[config.mk]
export PLATFORM = sky130hd
export DESIGN_NAME = fft16_ctrl
export DESIGN_NICKNAME = d
export VERILOG_FILES = /design/src/rtl/fft16_pkg.sv /design/src/rtl/fft16_stage_timer.sv /design/src/rtl/fft16_ctrl.sv
export SDC_FILE = /design/constraint.sdc
export NUM_CORES = 1
export LEC_CHECK = 0
export ABC_AREA = 0
export ABC_CLOCK_PERIOD_IN_PS = 1700
export CAP_MARGIN = 10
export CORE_AREA = 2 2 57 48
export DETAILED_ROUTE_END_ITERATION = 6
export DIE_AREA = 0 0 59 50
export GPL_ROUTABILITY_DRIVEN = 0
export PLACE_DENSITY = 0.67
export SLEW_MARGIN = 20
export SYNTH_ARGS = -nofsm -noshare
export SYNTH_HDL_FRONTEND = slang
export SYNTH_SLANG_ARGS = --single-unit
[constraint.sdc]
create_clock -name i_clk -period 1.7 [get_ports i_clk]
set_clock_uncertainty 0.2 [all_clocks]
set_input_delay 0.51 -clock i_clk [delete_from_list [all_inputs] [get_ports i_clk]]
set_output_delay 0.51 -clock i_clk [all_outputs]
set_load 0.01 [all_outputs]
[src/rtl/fft16_pkg.sv]
// fft16_pkg: shared sizes, FSM state encoding and index helpers for the FFT16 sequencer.
// Latency: n/a (declarations only).
// Backpressure: n/a.
package fft16_pkg;

  localparam int N       = 16;
  localparam int LOG2N   = 4;
  localparam int NSTAGES = 4;

  typedef enum logic [2:0] {
    IDLE,
    LOAD,
    LATCH,
    STAGE,
    DRAIN
  } state_t;

  // Reverse the 4 index bits so a linear drain counter walks the
  // decimation-in-time buffer in natural spectral order.
  function automatic logic [LOG2N-1:0] bitrev4(input logic [LOG2N-1:0] v);
    return {v[0], v[1], v[2], v[3]};
  endfunction

endpackage

[src/rtl/fft16_stage_timer.sv]
// fft16_stage_timer: per-stage settle counter plus stage counter for the butterfly pass.
// Latency: writeback lands STAGE_LAT cycles after each stage starts; o_wb_nxt predicts it one cycle early.
// Backpressure: none; runs freely while i_run is high and holds cleared otherwise.
//
// Ports:
//   i_clk, i_rst    clock, synchronous active-high reset
//   i_run           controller is in its STAGE state this cycle
//   o_wb            this cycle is a writeback cycle
//   o_wb_nxt        next cycle will be a writeback cycle (feeds registered strobes)
//   o_stage         active stage 0..3 (registered)
//   o_last_stage    o_stage is the final stage
module fft16_stage_timer
  import fft16_pkg::*;
#(
  parameter int STAGE_LAT = 2
) (
  input  logic       i_clk,
  input  logic       i_rst,
  input  logic       i_run,
  output logic       o_wb,
  output logic       o_wb_nxt,
  output logic [1:0] o_stage,
  output logic       o_last_stage
);

  localparam logic [3:0] LAT  = 4'(STAGE_LAT);
  localparam logic [1:0] LAST = 2'(NSTAGES - 1);

  logic [3:0] r_cnt;
  logic [3:0] w_cnt_nxt;
  logic [1:0] r_stage;
  logic [1:0] w_stage_nxt;

  // Within a stage the counter runs 0..LAT; LAT itself is the writeback
  // cycle. Outside STAGE both counters sit at zero, so the stage number
  // returns to 0 only at the stage-3 exit and never wraps elsewhere.
  always_comb begin
    w_cnt_nxt   = 4'd0;
    w_stage_nxt = 2'd0;
    if (i_run) begin
      if (r_cnt == LAT) begin
        w_cnt_nxt   = 4'd0;
        w_stage_nxt = (r_stage == LAST) ? 2'd0 : r_stage + 2'd1;
      end else begin
        w_cnt_nxt   = r_cnt + 4'd1;
        w_stage_nxt = r_stage;
      end
    end
  end

  always_ff @(posedge i_clk) begin
    if (i_rst) begin
      r_cnt   <= 4'd0;
      r_stage <= 2'd0;
    end else begin
      r_cnt   <= w_cnt_nxt;
      r_stage <= w_stage_nxt;
    end
  end

  // LAT >= 1, so a cleared counter can never look like a writeback.
  assign o_wb         = i_run && (r_cnt == LAT);
  assign o_wb_nxt     = (w_cnt_nxt == LAT);
  assign o_stage      = r_stage;
  assign o_last_stage = (r_stage == LAST);

endmodule

[src/rtl/fft16_ctrl.sv]
// fft16_ctrl: load / capture / 4-stage butterfly / drain sequencer for the 16-point FFT core.
// Latency: LATCH 1 cycle after slot-15 accept, first result 2+4*(STAGE_LAT+1) cycles after it.
// Backpressure: i_out_ready low stalls DRAIN with index held; o_in_ready low outside IDLE/LOAD.
//
// Ports:
//   i_clk, i_rst                 clock, synchronous active-high reset
//   i_in_valid / o_in_ready      serial sample handshake
//   o_load_we, o_load_idx        input-bank write strobe (combinational) and slot
//   o_ram_we, o_src_sel          frame-buffer capture strobe and input mux select
//   o_stage                      active butterfly stage
//   o_out_valid / i_out_ready    result handshake, o_out_idx selects the buffer slot
//   o_busy, o_frame_done         not-idle flag and end-of-frame pulse
module fft16_ctrl
  import fft16_pkg::*;
#(
  parameter int STAGE_LAT  = 2,
  parameter bit BITREV_OUT = 1'b1
) (
  input  logic       i_clk,
  input  logic       i_rst,
  input  logic       i_in_valid,
  output logic       o_in_ready,
  output logic       o_load_we,
  output logic [3:0] o_load_idx,
  output logic       o_ram_we,
  output logic       o_src_sel,
  output logic [1:0] o_stage,
  output logic       o_out_valid,
  input  logic       i_out_ready,
  output logic [3:0] o_out_idx,
  output logic       o_busy,
  output logic       o_frame_done
);

  state_t     r_state;
  state_t     w_state_nxt;
  logic [3:0] r_load_cnt;
  logic [3:0] w_load_cnt_nxt;
  logic [3:0] r_drain_cnt;
  logic [3:0] w_drain_cnt_nxt;
  logic       w_frame_done_nxt;

  logic       r_in_ready;
  logic       r_ram_we;
  logic       r_src_sel;
  logic       r_out_valid;
  logic [3:0] r_out_idx;
  logic       r_busy;
  logic       r_frame_done;

  logic       w_in_acc;
  logic       w_out_acc;
  logic       w_run;
  logic       w_wb;
  logic       w_wb_nxt;
  logic       w_last_stage;
  logic [1:0] w_stage;

  assign w_in_acc  = i_in_valid & r_in_ready;
  assign w_out_acc = r_out_valid & i_out_ready;
  assign w_run     = (r_state == STAGE);

  fft16_stage_timer #(
    .STAGE_LAT (STAGE_LAT)
  ) u_stage_timer (
    .i_clk        (i_clk),
    .i_rst        (i_rst),
    .i_run        (w_run),
    .o_wb         (w_wb),
    .o_wb_nxt     (w_wb_nxt),
    .o_stage      (w_stage),
    .o_last_stage (w_last_stage)
  );

  always_comb begin
    w_state_nxt      = r_state;
    w_load_cnt_nxt   = r_load_cnt;
    w_drain_cnt_nxt  = r_drain_cnt;
    w_frame_done_nxt = 1'b0;
    case (r_state)
      IDLE: begin
        if (w_in_acc) begin
          w_load_cnt_nxt = r_load_cnt + 4'd1;
          w_state_nxt    = LOAD;
        end
      end
      LOAD: begin
        if (w_in_acc) begin
          // The slot-15 accept wraps the counter back to 0 for the next frame.
          w_load_cnt_nxt = r_load_cnt + 4'd1;
          if (r_load_cnt == 4'd15) begin
            w_state_nxt = LATCH;
          end
        end
      end
      LATCH: begin
        w_state_nxt = STAGE;
      end
      STAGE: begin
        if (w_wb && w_last_stage) begin
          w_state_nxt = DRAIN;
        end
      end
      DRAIN: begin
        if (w_out_acc) begin
          w_drain_cnt_nxt = r_drain_cnt + 4'd1;
          if (r_drain_cnt == 4'd15) begin
            w_state_nxt      = IDLE;
            w_frame_done_nxt = 1'b1;
          end
        end
      end
      default: begin
        w_state_nxt = IDLE;
      end
    endcase
  end

  // Every registered output is computed from the next state, so it is
  // already correct in the first cycle of that state.
  always_ff @(posedge i_clk) begin
    if (i_rst) begin
      r_state      <= IDLE;
      r_load_cnt   <= 4'd0;
      r_drain_cnt  <= 4'd0;
      r_in_ready   <= 1'b1;
      r_ram_we     <= 1'b0;
      r_src_sel    <= 1'b0;
      r_out_valid  <= 1'b0;
      r_out_idx    <= 4'd0;
      r_busy       <= 1'b0;
      r_frame_done <= 1'b0;
    end else begin
      r_state      <= w_state_nxt;
      r_load_cnt   <= w_load_cnt_nxt;
      r_drain_cnt  <= w_drain_cnt_nxt;
      r_in_ready   <= (w_state_nxt == IDLE) || (w_state_nxt == LOAD);
      r_ram_we     <= (w_state_nxt == LATCH) || w_wb_nxt;
      r_src_sel    <= w_wb_nxt;
      r_out_valid  <= (w_state_nxt == DRAIN);
      r_out_idx    <= BITREV_OUT ? bitrev4(w_drain_cnt_nxt) : w_drain_cnt_nxt;
      r_busy       <= (w_state_nxt != IDLE);
      r_frame_done <= w_frame_done_nxt;
    end
  end

  assign o_in_ready   = r_in_ready;
  assign o_load_we    = w_in_acc;
  assign o_load_idx   = r_load_cnt;
  assign o_ram_we     = r_ram_we;
  assign o_src_sel    = r_src_sel;
  assign o_stage      = w_stage;
  assign o_out_valid  = r_out_valid;
  assign o_out_idx    = r_out_idx;
  assign o_busy       = r_busy;
  assign o_frame_done = r_frame_done;

endmodule
# --- Yosys cells after proc, flatten, opt, wreduce, memory -nomap -nowiden ---
# Cells that the tools add are included.
classes:
  addsub: 4
  mul: 0
  div_mod_pow: 0
  order_cmp: 0
  n_eq_ne: 12
  shifts: 0
  n_mux: 13
  bitwise_logic: 5
  n_reduce_logical: 11
op_table:
  columns: ["op", "n"]
  rows:
  - ["$mux W3", 6]
  - ["$mux W4", 4]
  - ["$pmux W3 S5", 1]
  - ["$add A4 B1 Y4 const B", 3]
  - ["$eq A3 B2 Y1 const B", 3]
  - ["$eq A4 B2 Y1 const B", 2]
  - ["$eq A4 B4 Y1 const B", 2]
  - ["$eq A3 B1 Y1 const B", 2]
  - ["$eq A3 B3 Y1 const B", 2]
  - ["$logic_not A3 Y1", 2]
  - ["$reduce_or A2 Y1", 2]
  - ["$not A1 Y1", 3]
  - ["$reduce_bool A3 Y1", 1]
  - ["$reduce_or A3 Y1", 1]
  - ["$add A2 B1 Y2 const B", 1]
  - ["$and A1 B1 Y1", 2]
  - ["$eq A2 B2 Y1 const B", 1]
  - ["$logic_and A1 B1 Y1", 2]
  - ["$logic_or A1 B1 Y1", 2]
  - ["$mux W2", 1]
  - ["$reduce_and A2 Y1", 1]
  - ["$mux W1", 1]
word_totals:
  reg_bits: 27
  latchBits: 0
  ramBits: 0
  romBits: 0
  in_bits: 4
  output_inout_bits: 17
  word_cells: 57
  mem_count: 0

# --- Longest topological paths before layout ---
depth:
  ltp_word: 7
  ltp_mapped: 6
  mapped_depth_nobuf: 6

# --- Hierarchy ---
# From an unflattened synthesis, not the netlist that was laid out.
unflattened:
  hier_cells: 118
  hier_area_um2: 1058.5
by_module_without_submodules:
  columns: ["module", "instances", "cells_per_inst", "area_each_um2", "seq_area_each_um2"]
  rows:
  - ["fft16_ctrl", 1, 85, 763.2, 340.3]
  - ["fft16_stage_timer", 1, 33, 295.3, 120.1]

# --- Worst setup path before layout ---
# No wires, ideal clock.
synth_path:
  path_kind: "register to register"
  startpoint: "register u_stage_timer.r_cnt[0]"
  endpoint: "register r_ram_we, in the netlist o_ram_we"
  setup_ns: 0.070
  arrival_time_ns: 1.382
  required_time_ns: 1.430
  slack_ns: 0.047
  stages_incl_launch_ff: 7
  n_path_buf: 0
  synth_period_minus_slack_ns: 1.653
  path_cell_list: "dfxtp_1 -> inv_1 -> ha_1 -> nor3b_2 -> or2_1 -> nor4_2 -> o21bai_1"
synth_via:
  elab_chain_cells: 7
  word_cells_on_any_way: 11
  cone_classes: "add/sub (1); eq/ne (3); mux (4); reduce/logical (3)"
synth_rtl:
  columns: ["element", "line", "source"]
  rows:
  - ["start: declaration", "fft16_stage_timer.sv:29", "logic [3:0] r_cnt;"]
  - ["start signal: assignment", "fft16_stage_timer.sv:56", "r_cnt <= w_cnt_nxt;"]
  - ["$eq A4 B2 Y1", "fft16_stage_timer.sv:41, fft16_stage_timer.sv:62", null]
  - ["$logic_and A1 B1 Y1", "fft16_stage_timer.sv:62", "assign o_wb = i_run && (r_cnt == LAT);"]
  - ["$logic_and A1 B1 Y1", "fft16_ctrl.sv:100", "if (w_wb && w_last_stage) begin"]
  - ["$mux W3", "fft16_ctrl.sv:100", null]
  - ["$pmux W3 S5", "fft16_ctrl.sv:80", "case (r_state)"]
  - ["$eq A3 B2 Y1", "fft16_ctrl.sv:138", "r_ram_we <= (w_state_nxt == LATCH) || w_wb_nxt;"]
  - ["$logic_or A1 B1 Y1 *", "fft16_ctrl.sv:138", null]
  - ["end signal: assignment", "fft16_ctrl.sv:138", null]
  - ["end: declaration", "fft16_ctrl.sv:44", "logic r_ram_we;"]
# Mark *: on every way between the ends. The rest lies on a longest branch, timed or not.
# A chain may end at the register's enable or synchronous reset.

# --- Worst setup path after layout ---
layout_path:
  startpoint: "input i_in_valid"
  endpoint: "output o_load_we"
layout_via:
  elab_chain_cells: 1
layout_rtl:
  columns: ["element", "line", "source"]
  rows:
  - ["start: declaration", "fft16_ctrl.sv:21", "input logic i_in_valid,"]
  - ["$and A1 B1 Y1", "fft16_ctrl.sv:59", "assign w_in_acc = i_in_valid & r_in_ready;"]
  - ["end: declaration", "fft16_ctrl.sv:23", "output logic o_load_we,"]
# Every way passes these cells.

==> reports/metrics.cfg <==
[timing]
finalCriticalPeriod_ps=1672
final_max_slew_viol_count=0
worstMarginPinSlew_ps=250.6
fin_crit_sh_pct=98.35
finalSetupTns_ps=0
hold_viol=0
slew-limit-headroom_pct=83.22
timing.fmax_mhz=598.1
finalSetupViolCount=0
rsz0062_at_grt=true

[power]
power.density_mw_per_mm2=620.1
leakage_nw=0.6023
irDropWorstVdd_uv=529.8
p_total_uw=866.6

[die]
die_w_um=59
initial_core_util_pct=41.05
coreArea_mm2=0.002362
die_h_um=50
ios=21
die_area_mm2=0.002950
placementRows=16

[synthesis]
synth-async-reset-ratio_pct=0
yosysTopAreaCell=dfxtp_1
synthTopCellsByArea=dfxtp_1 47%, nor2_1 7.0%, ha_1 6.5%
yosys_warnings=0
syn_nets=110
synth-seq-area-share_pct=47.48
synth_top_area_share_pct=47.48
ys.flop_type=dfxtp_1
synthCells=101
ys_seq_elements=23
synth_edf_count=0
synthesis.area_um2=969.7
avgSynthCellArea_um2=9.601
synth_cell_types=31

[setup_path]
crit_path_start_kind=input port
crit_path_end_kind=output port
worstPathRequired_ps=990
cpPeakStageDelay_ps=210
worstSetupPathType=in2out
worstPathMaxFanout=2
cp_slowest_cell=clkdlybuf4s15_1
cp_cell_sequence=clkdlybuf4s15_1 > nand2_4 > inv_2 > buf_6
cp.arrival_ps=960

[routing]
drt-initial-drc-count=13
drtAntennaViolNets=0
drc=0
firstDrtPassIters=3
routed_wirelength_mm=1.987
vias_per_cell=4.819
wl_per_cell_um=11.62
vias=824

[layout]
antennaDiodeCount=0
register_area_um2=475.5
fin_nets=154
area_delta_synth_final_pct=44.13
multi_input_area_um2=519.2
num-fill-cells=222
drive_gt1_share_pct=34.03

[worst_hold_path]
hp-class=reg2reg

[global_routing]
grt-ovfl-total=0
grt_pass1_vias=795
grt_max_degree=14
grt_pass1_wl_mm=3.525
grtUsageTotal_pct=15.85
antenna_found_initial=0

[run]
max-cap-violations=0

[clock_network]
clk_latency_ps=310
root_buffer=clkbuf_4
postCtsHoldBufs=0
cts_buffers=3
cts.sinks=23
cts_tree=built
h-tree-depth=1
clockBufferDepth=2
clk_pin_slew_ps=120

[place]
io_buffers=20
dp_hpwl_mm=1.495

[run_status]
status=finished, final reports clean

[through the flow]
step           cell area [um2]  hold WS, ps  utilization (%)  setup WS (ps)  cells
6_report                  1398        276.0            59.16          28.11    171
5_1_grt                   1398        299.5            59.16         -9.847    171
4_1_cts                   1364        292.6            57.73         -21.01    171
3_5_place_dp              1328        313.3            56.20         -679.7    164
3_3_place_gp              1328        279.4            56.20         -690.1    164
2_1_floorplan            969.7        229.7                -          47.48    101
[area by class of cell]
class                           count  area share, %
Clock buffer                        4          1.880
Inverter                            4          1.074
Multi-Input combinational cell     73          37.15
Sequential cell                    23          34.02
Tap cell                           27          2.417
Timing Repair Buffer               40          23.46
[placed cells by master, fill, tap and decap left out, types with 2 or more instances in the layout]
cell              n
xor2_1            4
buf_4            20
dfxtp_1          13
nand4_1           2
dfxtp_2           9
clkdlybuf4s15_1   5
o21bai_1          2
nand3_1           3
nand2_1           5
xnor2_1           5
ha_1              4
inv_1             2
dlygate4sd2_1    11
o21ai_0           2
a21oi_1           2
nor3_1            4
clkbuf_4          3
a31oi_1           2
mux2i_1           3
inv_2             2
nor2_1           18
[cell families (layout without fill, tap and decap cells)]
kind of cell,Yosys count,after routing,share of synthesized area [%]
mux,3,3,3.097
compound gates,11,11,7.484
xor+xnor,9,9,8.128
fa+ha+maj,5,5,6.452
flops,23,23,47.48
simple gates,45,45,25.42
buf+inv,5,48,1.935
[Yosys cell counts, types with 2 or more instances]
cell type and number:
dfxtp_1 23, nand2_1 6, inv_1 4, xnor2_1 5, nand4_1 2, xor2_1 4
o21ai_0 2, a31oi_1 2, o21bai_1 2, nor3_1 4, nand3_1 3, mux2i_1 3
nor2_1 18, ha_1 5, a21oi_1 2
[registers in the layout, indices dropped and copies added (netlist names)]
name	cells
r_state	3
o_load_idx	4
r_drain_cnt	3
o_busy	1
o_frame_done	1
o_ram_we	1
o_in_ready	1
u_stage_timer.r_cnt	4
u_stage_timer.o_stage	2
o_out_idx	1
o_src_sel	1
o_out_valid	1
[critical path, delay by kind of cell]
kind	cells	cell delay (ps)
buf+inv	3	360
simple gates	1	90
[what timing repair did]
| action | in CTS | in global routing |
|---|---|---|
| setup buffers | 3 | 1 |
| hold endpoints to repair | 0 | 0 |
| gates resized for setup | 36 | 16 |
| pin swaps | 3 | 1 |
| endpoints found under the setup margin | 18 | 12 |
[layer usage]
metal	GRT usage, %	vias to the layer above	routed length [um]
met5	0	-	0
met4	3.409	0	21
met3	5.249	4	88
met2	24.07	16	870
met1	21.74	369	1006
li1	-	435	-
[where the power goes]
group          internal [mW]  switching, mW  leakage [nW]
Sequential             0.546        0.00509         0.191
Clock                 0.0915          0.155        0.0150
Combinational         0.0358         0.0335         0.397
[worst paths after layout]
check | startpoint | end | slack (ps) | cells past startpoint
max reg2reg | r_state[1]$_SDFF_PP0_ | r_drain_cnt[2]$_SDFFE_PP0P_ | 70 | 4
max | i_in_valid | o_load_we | 30 | 4
min reg2reg | u_stage_timer.r_cnt[0]$_SDFF_PP0_ | o_src_sel$_SDFF_PP0_ | 280 | 2
min | u_stage_timer.r_cnt[0]$_SDFF_PP0_ | o_src_sel$_SDFF_PP0_ | 280 | 2
(Power assumes the default switching activity.)
==> patch, RTL diff (same flow settings) <==
Set the parameter `BITREV_OUT` to 1'b0 (it was 1'b1).
--- a/src/rtl/fft16_ctrl.sv
+++ b/src/rtl/fft16_ctrl.sv
@@ -16,3 +16,3 @@
   parameter int STAGE_LAT  = 2,
-  parameter bit BITREV_OUT = 1'b1
+  parameter bit BITREV_OUT = 1'b0
 ) (
Formal check against the unedited RTL: same outputs for any inputs over 10 cycles, from zero or initial values and one cycle with i_rst high; that may be too few to reach the edited logic, so the function may still have changed.
==> patch against the original RTL <==
Non-clock buffer count down 2. Fmax is 0.94% higher. Die area unchanged. Sequential cell count is the same. Wire length down 2.7%. Critical path depth unchanged. Area after synthesis increased by 2.2%. Clock power shrank 2%. Final area shrank 0.81%. Final cell count decreased by 3.5%. Global-route usage down 1.1 points. Power shrank 0.15%. Worst setup slack improved by 0.016 ns. Critical endpoint unchanged. Largest power group unchanged.
==> patch: results (changes against the original RTL) <==
IO Port Bufs=20 (unchanged); CP max-delay cell=clkdlybuf4s15_1; first-pass GRT wire length=3.408 mm (-3.3%); Pleak=0.6333 nW (+5.1%); vias in the first global route=811 (+2.0%); largest net degree at the start of global routing=13 (-1); Yosys warning total=0 (unchanged); Total GRT Usage=14.75% (-1.1 points); total number of H-tree levels=1 (unchanged); final WL=1.933 mm (-2.7%); highest routed layer=met3; hold-critical path depth=2 (unchanged); ys async rst share=0% (unchanged); GR Util met3=6.037% (+0.79 points); initial antenna violation count=0 (unchanged); worst reg2reg setup slack=0.06 ns; Netlist cell types=30 (-3.2%); synth top area cells=dfxtp_1 (46%), nor2_1 (7.2%), ha_1 (6.3%); CTS root buf=clkbuf_4; Post-DP Area=1334 um2 (+0.47%); cts bufs inserted=3 (unchanged); metal3 WL=103 um (+17%); sequential element share of the synthesized area=46.46% (-1.0 points); Design Area, Final=1386 um2 (-0.81%); Worst Reg-to-Reg Cells=5 (+1); CP Data Arrival Time=0.95 ns; Syn Nets=106 (-3.6%); slowest stage delay, CP=0.19 ns (-0.02 ns); Max Fanout on Critical Path=2 (unchanged); M1 WL=825 um (-18%); clock slew at reported path FFs=0.12 ns (about the same); filler instances=230 (+3.6%); layout cells sized above 1=28.26% (-5.8 points); Hold Path Class=reg -> reg; maximum root-to-sink buffer count=2 (unchanged); outcome=complete, no violations; hpwl dp=1.534 mm (+2.6%); M2 GR Usage=26.85% (+2.8 points); Antenna diodes=0 (unchanged); vias per inst=5.024 (+4.3%); Max IR drop VDD=0.4878 mV (-7.9%); Slew headroom=76.93% (-6.3 points); Synth top cells by count=dfxtp_1 (23), nor2_1 (19), xor2_1 (6); met2 routed WL=1.004 mm (+15%); initial DRC count=19 (+6); nets=148 (-3.9%); hold_ws=0.3090 ns (+0.03302 ns); met1 Usage GRT=16.05% (-5.7 points); Worst-Skew Late Latency=0.30 ns; TritonRoute pass-1 iters=4 (+1); Top delay family on crit path=buffers and inverters
-- patch: final timing paths --
check | from | to
hold / removal | u_stage_timer.r_cnt[0] | u_stage_timer.r_cnt[0]
setup / recovery | i_in_valid | o_load_we
hold reg to reg | u_stage_timer.r_cnt[0] | u_stage_timer.r_cnt[0]
setup reg to reg | u_stage_timer.o_stage[0] | r_state[0]
-- patch: layout make-up --
class	instances	share of cell area, %
multi-input cells	70	38.45
flip-flops and latches	23	33.93
repair buffers	38	22.47
well taps	27	2.437
clock buffers	4	1.895
inverters	3	0.8123
-- patch: logic make-up (layout without fill, tap and decap cells) --
group / count (synthesis) / after routing / share of synthesized area (%)
compound gates: 9 / 9 / 6.944
xor+xnor: 9 / 9 / 7.955
fa+ha+maj: 5 / 5 / 6.313
buf+inv: 4 / 45 / 1.515
flops: 23 / 23 / 46.46
mux: 5 / 5 / 5.051
simple gates: 42 / 42 / 25.76
-- patch: stage by stage --
| stage | worst slack (ns) | utilization, % | setup TNS, ns | instances |
|---|---|---|---|---|
| 2_1_floorplan | 0.08570 | - | 0 | 97 |
| 3_3_place_gp | -0.6223 | 56.46 | -5.290 | 158 |
| 3_5_place_dp | -0.6366 | 56.46 | -5.441 | 158 |
| 4_1_cts | 0.0007788 | 57.57 | 0 | 163 |
| 5_1_grt | -0.01833 | 58.69 | -0.02111 | 165 |
| 6_report | 0.04364 | 58.69 | 0 | 165 |
-- patch: timing repair --
action,in CTS,in global routing
endpoints found under the setup margin,20,9
resized for setup,34,7
pin swaps,4,5
setup buffers,1,2
-- patch: where the power goes --
part	leakage (nW)	switching [mW]	internal [mW]
combinational	0.429	0.0300	0.0367
sequential	0.189	0.00844	0.548
clock	0.0150	0.151	0.0914
